<file path="src/rtl/fifo_rd_streamer.sv">
// Read-side consumer for the async FIFO: issues reads, absorbs the one-cycle read latency in a
// 2-entry prefetch buffer and streams words downstream as valid/ready bursts with a last flag.
module fifo_rd_streamer #(
  parameter int unsigned WIDTH     = 8,
  parameter int unsigned BURST_LEN = 4,
  parameter int unsigned CNT_W     = 16
) (
  input  logic             rd_clk,
  input  logic             rd_rst,
  input  logic             enable,
  input  logic             fifo_empty,
  output logic             fifo_rd_en,
  input  logic [WIDTH-1:0] fifo_rd_data,
  output logic             out_valid,
  input  logic             out_ready,
  output logic [WIDTH-1:0] out_data,
  output logic             out_last,
  output logic [CNT_W-1:0] word_count
);

  localparam int unsigned BeatW = (BURST_LEN > 1) ? $clog2(BURST_LEN) : 1;
  localparam logic [BeatW-1:0] BeatMax = BeatW'(BURST_LEN - 1);

  // Encoding equals the number of buffered words.
  typedef enum logic [1:0] {
    StEmpty = 2'd0,
    StOne   = 2'd1,
    StTwo   = 2'd2
  } buf_state_e;

  buf_state_e       state_q, state_d;
  logic             inflight_q, inflight_d;
  logic [WIDTH-1:0] head_q, head_d;
  logic [WIDTH-1:0] tail_q, tail_d;
  logic [BeatW-1:0] beat_q, beat_d;
  logic [CNT_W-1:0] cnt_q, cnt_d;

  logic       pop;
  logic       capture;
  logic [1:0] occ_after_pop;

  // State register
  always_ff @(posedge rd_clk) begin
    if (rd_rst) begin
      state_q    <= StEmpty;
      inflight_q <= 1'b0;
      head_q     <= '0;
      tail_q     <= '0;
      beat_q     <= '0;
      cnt_q      <= '0;
    end else begin
      state_q    <= state_d;
      inflight_q <= inflight_d;
      head_q     <= head_d;
      tail_q     <= tail_d;
      beat_q     <= beat_d;
      cnt_q      <= cnt_d;
    end
  end

  // Next-state logic
  always_comb begin
    state_d = state_q;
    head_d  = head_q;
    tail_d  = tail_q;
    unique case (state_q)
      StEmpty: begin
        if (capture) begin
          head_d  = fifo_rd_data;
          state_d = StOne;
        end
      end
      StOne: begin
        case ({capture, pop})
          2'b11: head_d = fifo_rd_data;
          2'b10: begin
            tail_d  = fifo_rd_data;
            state_d = StTwo;
          end
          2'b01: state_d = StEmpty;
          default: ;
        endcase
      end
      StTwo: begin
        if (pop) begin
          head_d = tail_q;
          if (capture) tail_d = fifo_rd_data;
          else state_d = StOne;
        end
      end
      default: state_d = StEmpty;
    endcase

    inflight_d = fifo_rd_en && !fifo_empty;
    beat_d     = beat_q;
    if (pop) beat_d = (beat_q == BeatMax) ? '0 : beat_q + BeatW'(1);
    cnt_d = cnt_q + CNT_W'(pop);
  end

  // Outputs
  always_comb begin
    out_valid     = !rd_rst && (state_q != StEmpty);
    pop           = out_valid && out_ready;
    capture       = inflight_q;
    // Occupancy after this cycle's pop; a read may issue only if a slot will be free.
    occ_after_pop = 2'(state_q) + 2'(inflight_q) - 2'(pop);
    fifo_rd_en    = !rd_rst && enable && !fifo_empty && (occ_after_pop < 2'd2);
    out_last      = out_valid && (beat_q == BeatMax);
    out_data      = head_q;
    word_count    = cnt_q;
  end

  overflow_a: assert property (@(posedge rd_clk) disable iff (rd_rst)
    !(capture && (state_q == StTwo) && !pop))
    else $error("prefetch buffer overflow");

endmodule

</file>
<file path="config.mk">
export PLATFORM = sky130hd
export DESIGN_NAME = fifo_rd_streamer
export DESIGN_NICKNAME = d
export VERILOG_FILES = /design/src/rtl/fifo_rd_streamer.sv
export SDC_FILE = /design/constraint.sdc
export NUM_CORES = 1
export LEC_CHECK = 0
export ABC_CLOCK_PERIOD_IN_PS = 2000
export BUFFER_PORTS_ARGS = -buffer_cell sky130_fd_sc_hd__buf_4
export CAP_MARGIN = 40
export CORE_UTILIZATION = 45
export CTS_BUF_LIST = sky130_fd_sc_hd__clkbuf_8
export DETAILED_ROUTE_END_ITERATION = 8
export PLACE_DENSITY = 0.72
export SLEW_MARGIN = 20
export SYNTH_ARGS = -nofsm -noshare
export SYNTH_HDL_FRONTEND = slang
export SYNTH_SLANG_ARGS = --single-unit
</file>
<file path="constraint.sdc">
create_clock -name rd_clk -period 2 [get_ports rd_clk]
set_input_delay 0.1 -clock rd_clk [delete_from_list [all_inputs] [get_ports rd_clk]]
set_output_delay 0.1 -clock rd_clk [all_outputs]
set_load 0.05 [all_outputs]
</file>
=== Word level (Yosys, flattened, before mapping) ===
Cells that the tools add are included.

* $add $sub $neg: 4
* Magnitude comparators: 1
* Equality and inequality tests: 13
* Mux-type cells: 13
* Reductions and logical operators: 16

{| class="wikitable"
|+ Operator list
! operator !! count
|-
| $mux 8 || 5
|-
| $pmux 8 s3 || 1
|-
| $add 16x1->16 || 1
|-
| $pmux 8 s2 || 1
|-
| $reduce_and 4->1 || 3
|-
| $ne 2x2->1 const B || 5
|-
| $eq 2x2->1 const B || 4
|-
| $mux 2 || 4
|-
| $logic_and 1x1->1 || 7
|-
| $pmux 2 s3 || 1
|-
| $eq 2x1->1 const B || 2
|-
| $pmux 2 s2 || 1
|-
| $reduce_bool 2->1 || 2
|-
| $ne 3x2->1 const B || 1
|-
| $reduce_bool 3->1 || 1
|-
| $add 2x1->2 || 1
|-
| $add 2x1->2 const B || 1
|-
| $logic_not 1->1 || 2
|-
| $logic_not 2->1 || 1
|-
| $lt 2x2->1 const B || 1
|-
| $ne 2x1->1 const B || 1
|-
| $sub 2x1->2 || 1
|}

* Register bits after elaboration: 37
* Bits of input ports: 13
* Output and inout bits: 27
* Word-level logic and storage cells: 53

=== Logic depth before layout (Yosys ltp) ===
* Word-level depth: 7
* Gate-level depth with buffers: 9
* Depth with buffers taken out: 8

=== Least setup slack after synthesis ===
OpenSTA, ideal clock, no wires.

* Path type: register to output
* Start: register state_q[1]
* End: output port fifo_rd_en
* Data arrival time: 3.097 ns
* Required time: 1.900 ns
* Slack: -1.197 ns
* Cell stages (with the launch flop): 10
* Buffers on the path: 1
* Cell sequence: dfxtp_1 -> buf_4 -> nor2_1 -> nor2_1 -> inv_1 -> ha_1 -> nor2b_1 -> xnor2_1 -> xnor2_1 -> nor4b_1

* Word-level cells in the longest chain between the ends: 6

{| class="wikitable"
|+ RTL lines
! element !! line !! RTL
|-
| from (decl) || 31 || <nowiki>buf_state_e state_q, state_d;</nowiki>
|-
| from (signal assigned) || 45 || <nowiki>state_q <= StEmpty;</nowiki>
|-
| from (signal assigned) || 52 || <nowiki>state_q <= state_d;</nowiki>
|-
| $reduce_bool 2->1 || 102 || <nowiki>out_valid = !rd_rst && (state_q != StEmpty);</nowiki>
|-
| $logic_and 1x1->1 || 102 ||
|-
| $logic_and 1x1->1 || 103 || <nowiki>pop = out_valid && out_ready;</nowiki>
|-
| via pop || 38 || <nowiki>logic pop;</nowiki>
|-
| $sub 2x1->2 || 106 || <nowiki>occ_after_pop = 2'(state_q) + 2'(inflight_q) - 2'(pop);</nowiki>
|-
| $lt 2x2->1 || 107 || <nowiki>fifo_rd_en = !rd_rst && enable && !fifo_empty && (occ_after_pop < 2'd2);</nowiki>
|-
| $logic_and 1x1->1 || 107 ||
|-
| to (decl) || 12 || <nowiki>output logic fifo_rd_en,</nowiki>
|}

The timed path passes the listed nets, and every way through them passes these cells.

=== Worst setup path in the final report ===
* Start: register state_q[0]
* End: output port fifo_rd_en

Same word-level chain as after synthesis.

==> summary.md <==
| Metric | Value |
|---|---|
| Share of layout cells above drive strength 1 | 0.329 |
| Initial Util | 0.483 |
| Slowest Stage Delay on Critical Path | 360 ps |
| Area delta synth->final | 36.2% |
| Max IR drop VDD | 0.000569 V |
| Synth top area cells | dfxtp_1 (45%), mux2i_1 (10%), nor2_1 (7.4%) |
| Clock Tree Root | clkbuf_8 |
| Layout net count | 246 |
| Most common cell after layout, fill and taps aside | buf_4 |
| Top cell type's share of synthesized area | 0.445 |
| P_leak | 0.928 nW |
| Setup TNS | 0 ps |
| Most frequent cells in the layout | buf_4 (50), nor2_1 (31), dfxtp_1 (31), mux2i_1 (17), a211oi_1 (9) |
| Fin worst setup slack | 48.6 ps |
| Gpl congestion | 0.800 |
| Syn Area/Cell | 9.30 um2 |
| Maximum clock frequency | 0.512 GHz |
| Total power | 1.60 mW |
| CTS max path bufs | 2 |
| Logic gate share of total power | 0.116 |
| Critical Path RT | 1900 ps |
| Core region area | 0.00344 mm2 |
| Dpl cells | 265 |
| Largest delay share family, worst path | simple AND/OR/NAND/NOR gates |
| IO Pins | 40 |
| Top_reg_cell synth | dfxtp_1 |
| Seq pwr share | 0.478 |
| PD cells | 707 mW/mm2 |
| Flops & latches, synth | 37 |
| Psw | 0.372 mW |
| Die area | 0.00395 mm2 |
| Max Cap Viol | 0 |
| Tcrit/Tclk final | 0.976 |
| Area of the mapped netlist | 0.00166 mm2 |
| Post-synthesis sequential area ratio | 0.445 |
| Input/output buffers | 39 |
| Final ANT Viol Nets | 0 |
| CTS Buf Count | 5 |
| Crit path cell chain | nor2_4 > nor2_4 > inv_2 > ha_4 > nor2b_4 > xnor2_2 > xnor2_2 > nor4b_4 > buf_6 |
| Initial DRC count | 48 |
| Slowest CP cell | dfxtp_4 |
| Crit path time final | 1950 ps |
| Post-Synthesis Net Count | 195 |
| Hpwl dp | 2.46 mm |
| Fin. Hold Viols | 0 |
| Average wire per standard cell | 12.8 um |
| Die H | 62.8 um |
| Hold Crit Class | input port to flip-flop |
| Count of final setup violators | 0 |
| Vias | 1445 |
| Crit-path max FO | 2 |
| Internal power | 1.23 mW |
| Clk_lat worst skew | 280 ps |
| Synth async-reset ratio | 0 |
| Pre-CTS setup slack | 56.3 ps |
| Skew final | 9.28 ps |
| Largest net degree at the start of global routing | 42 |
| RSZ-0062 raised after global routing | yes |
| Post-synthesis cell count | 179 |
| Fin cells | 277 |
| Clk slew on worst S/H paths | 60 ps |
| Crit path DAT | 1850 ps |
| Slew margin rel. | 0.715 |
| Critical path buffers and inverters | 2 |
| GRT Util Overall | 0.192 |
| Crit path capture type | primary output |
| Worst Tran Pin Value | 427 ps |
| Total gr overflow | 0 |
| WL final | 3.54 mm |
| CTS sink count | 37 |
| Yosys warnings | 0 |
| First-pass GRT wire length | 6.11 mm |
| CTS tree | done |
| Clock share of power | 0.406 |
| Startpoint types | flip-flop |
| Fin. max-slew vios | 0 |
| Drc violations | 0 |
| Top cell type by total area after synthesis | dfxtp_1 |
| Row cnt | 21 |
| # H-tree levels | 2 |
| Initial antenna violation count | 0 |
| Pre-Repair DR Iteration Count | 4 |
| EDFF count, synth | 0 |
| Sw Share | 0.232 |
| Status | complete, no violations |
| Via count of the first global-routing pass | 1381 |
| Crit path kind | flip-flop to primary output |
| Antenna Cells | 0 |
| Synth unique cells | 39 |
| Vias per inst | 5.22 |
| Die W | 62.8 um |
worst paths after layout:
path                            startpoint              to  slack, ps  cells past startpoint
worst max-delay path            state_q[0]      fifo_rd_en         50                      9
worst min-delay path            fifo_empty         capture         20                      2
worst min register to register   tail_q[3]       tail_q[3]        500                      2
worst max register to register  state_q[0]  word_count[15]        170                      8
timing repair:
item | CTS | global route
setup buffers | 3 | 1
hold buffers | 0 | 0
pin swaps | 5 | 0
gates resized for setup | 7 | 1
hold endpoints to repair | 0 | 0
gates cloned | 0 | 0
setup endpoints to repair | 1 | 1
Yosys cell counts (all sizes together) (3+ instances only):
cell,number
nand3,5
xor2,5
a21oi,5
dfxtp,37
nor2,33
buf,5
nor4,4
nor2b,4
nand2b,3
xnor2,7
nand2,7
inv,5
ha,3
nand4,5
mux2i,17
a211oi,9
o21ai,4
metal layers:
layer,part of all wire,vias to the layer above,GRT usage,wire length (um)
met5,0,-,0,0
met4,0.0059,0,0.0465,21
met3,0.050,2,0.0547,177
met2,0.50,32,0.346,1760
met1,0.45,680,0.220,1590
li1,-,731,-,-
flip-flops by register name, indices dropped and copies added, names as in the netlist:
register	cells
beat_q	2
capture	1
out_data	8
state_q	2
tail_q	8
word_count	16
through the flow:
step                      cell area, um2  hold WS (ps)   util
after global placement              2080           300  0.604
after global routing                2270          12.1  0.659
after floorplan                     1710           179      -
after detailed placement            2080           306  0.604
final                               2270          16.4  0.659
after CTS                           2250          8.67  0.655
worst reg2reg max path: stages (launching register included):
cell and delay, ps:
dfxtp_4 360, nor2_4 40, nor2_4 100, buf_4 140, ha_1 210, nand4_1 140
or4_1 510, o21ai_1 140, a21oi_1 70
cell type report:
| type | count | area [um2] |
|---|---|---|
| Fill cell | 298 | 1170 |
| Multi-Input combinational cell | 130 | 937 |
| Sequential cell | 37 | 751 |
| Timing Repair Buffer | 51 | 387 |
| Clock buffer | 6 | 82.6 |
| Tap cell | 46 | 57.6 |
| Clock inverter | 2 | 33.8 |
| Inverter | 5 | 18.8 |
cells by family after synthesis:
group / synth area share
fa+ha+maj: 0.0226
flops: 0.445
xor+xnor: 0.0632
simple gates: 0.243
buf+inv: 0.0308
mux: 0.109
compound gates: 0.0865
power groups by stage:
| stage | Combinational, mW | Clock (mW) | Sequential, mW |
|---|---|---|---|
| finish | 0.186 | 0.650 | 0.766 |
| global route | 0.199 | 0.702 | 0.768 |
| CTS | 0.185 | 0.668 | 0.766 |
| detailed placement | 0.173 | 0 | 0.784 |
| global placement | 0.168 | 0 | 0.783 |
| floorplan | 0.0715 | 0 | 0.824 |
No activity file was read; power rests on OpenSTA's default activity.
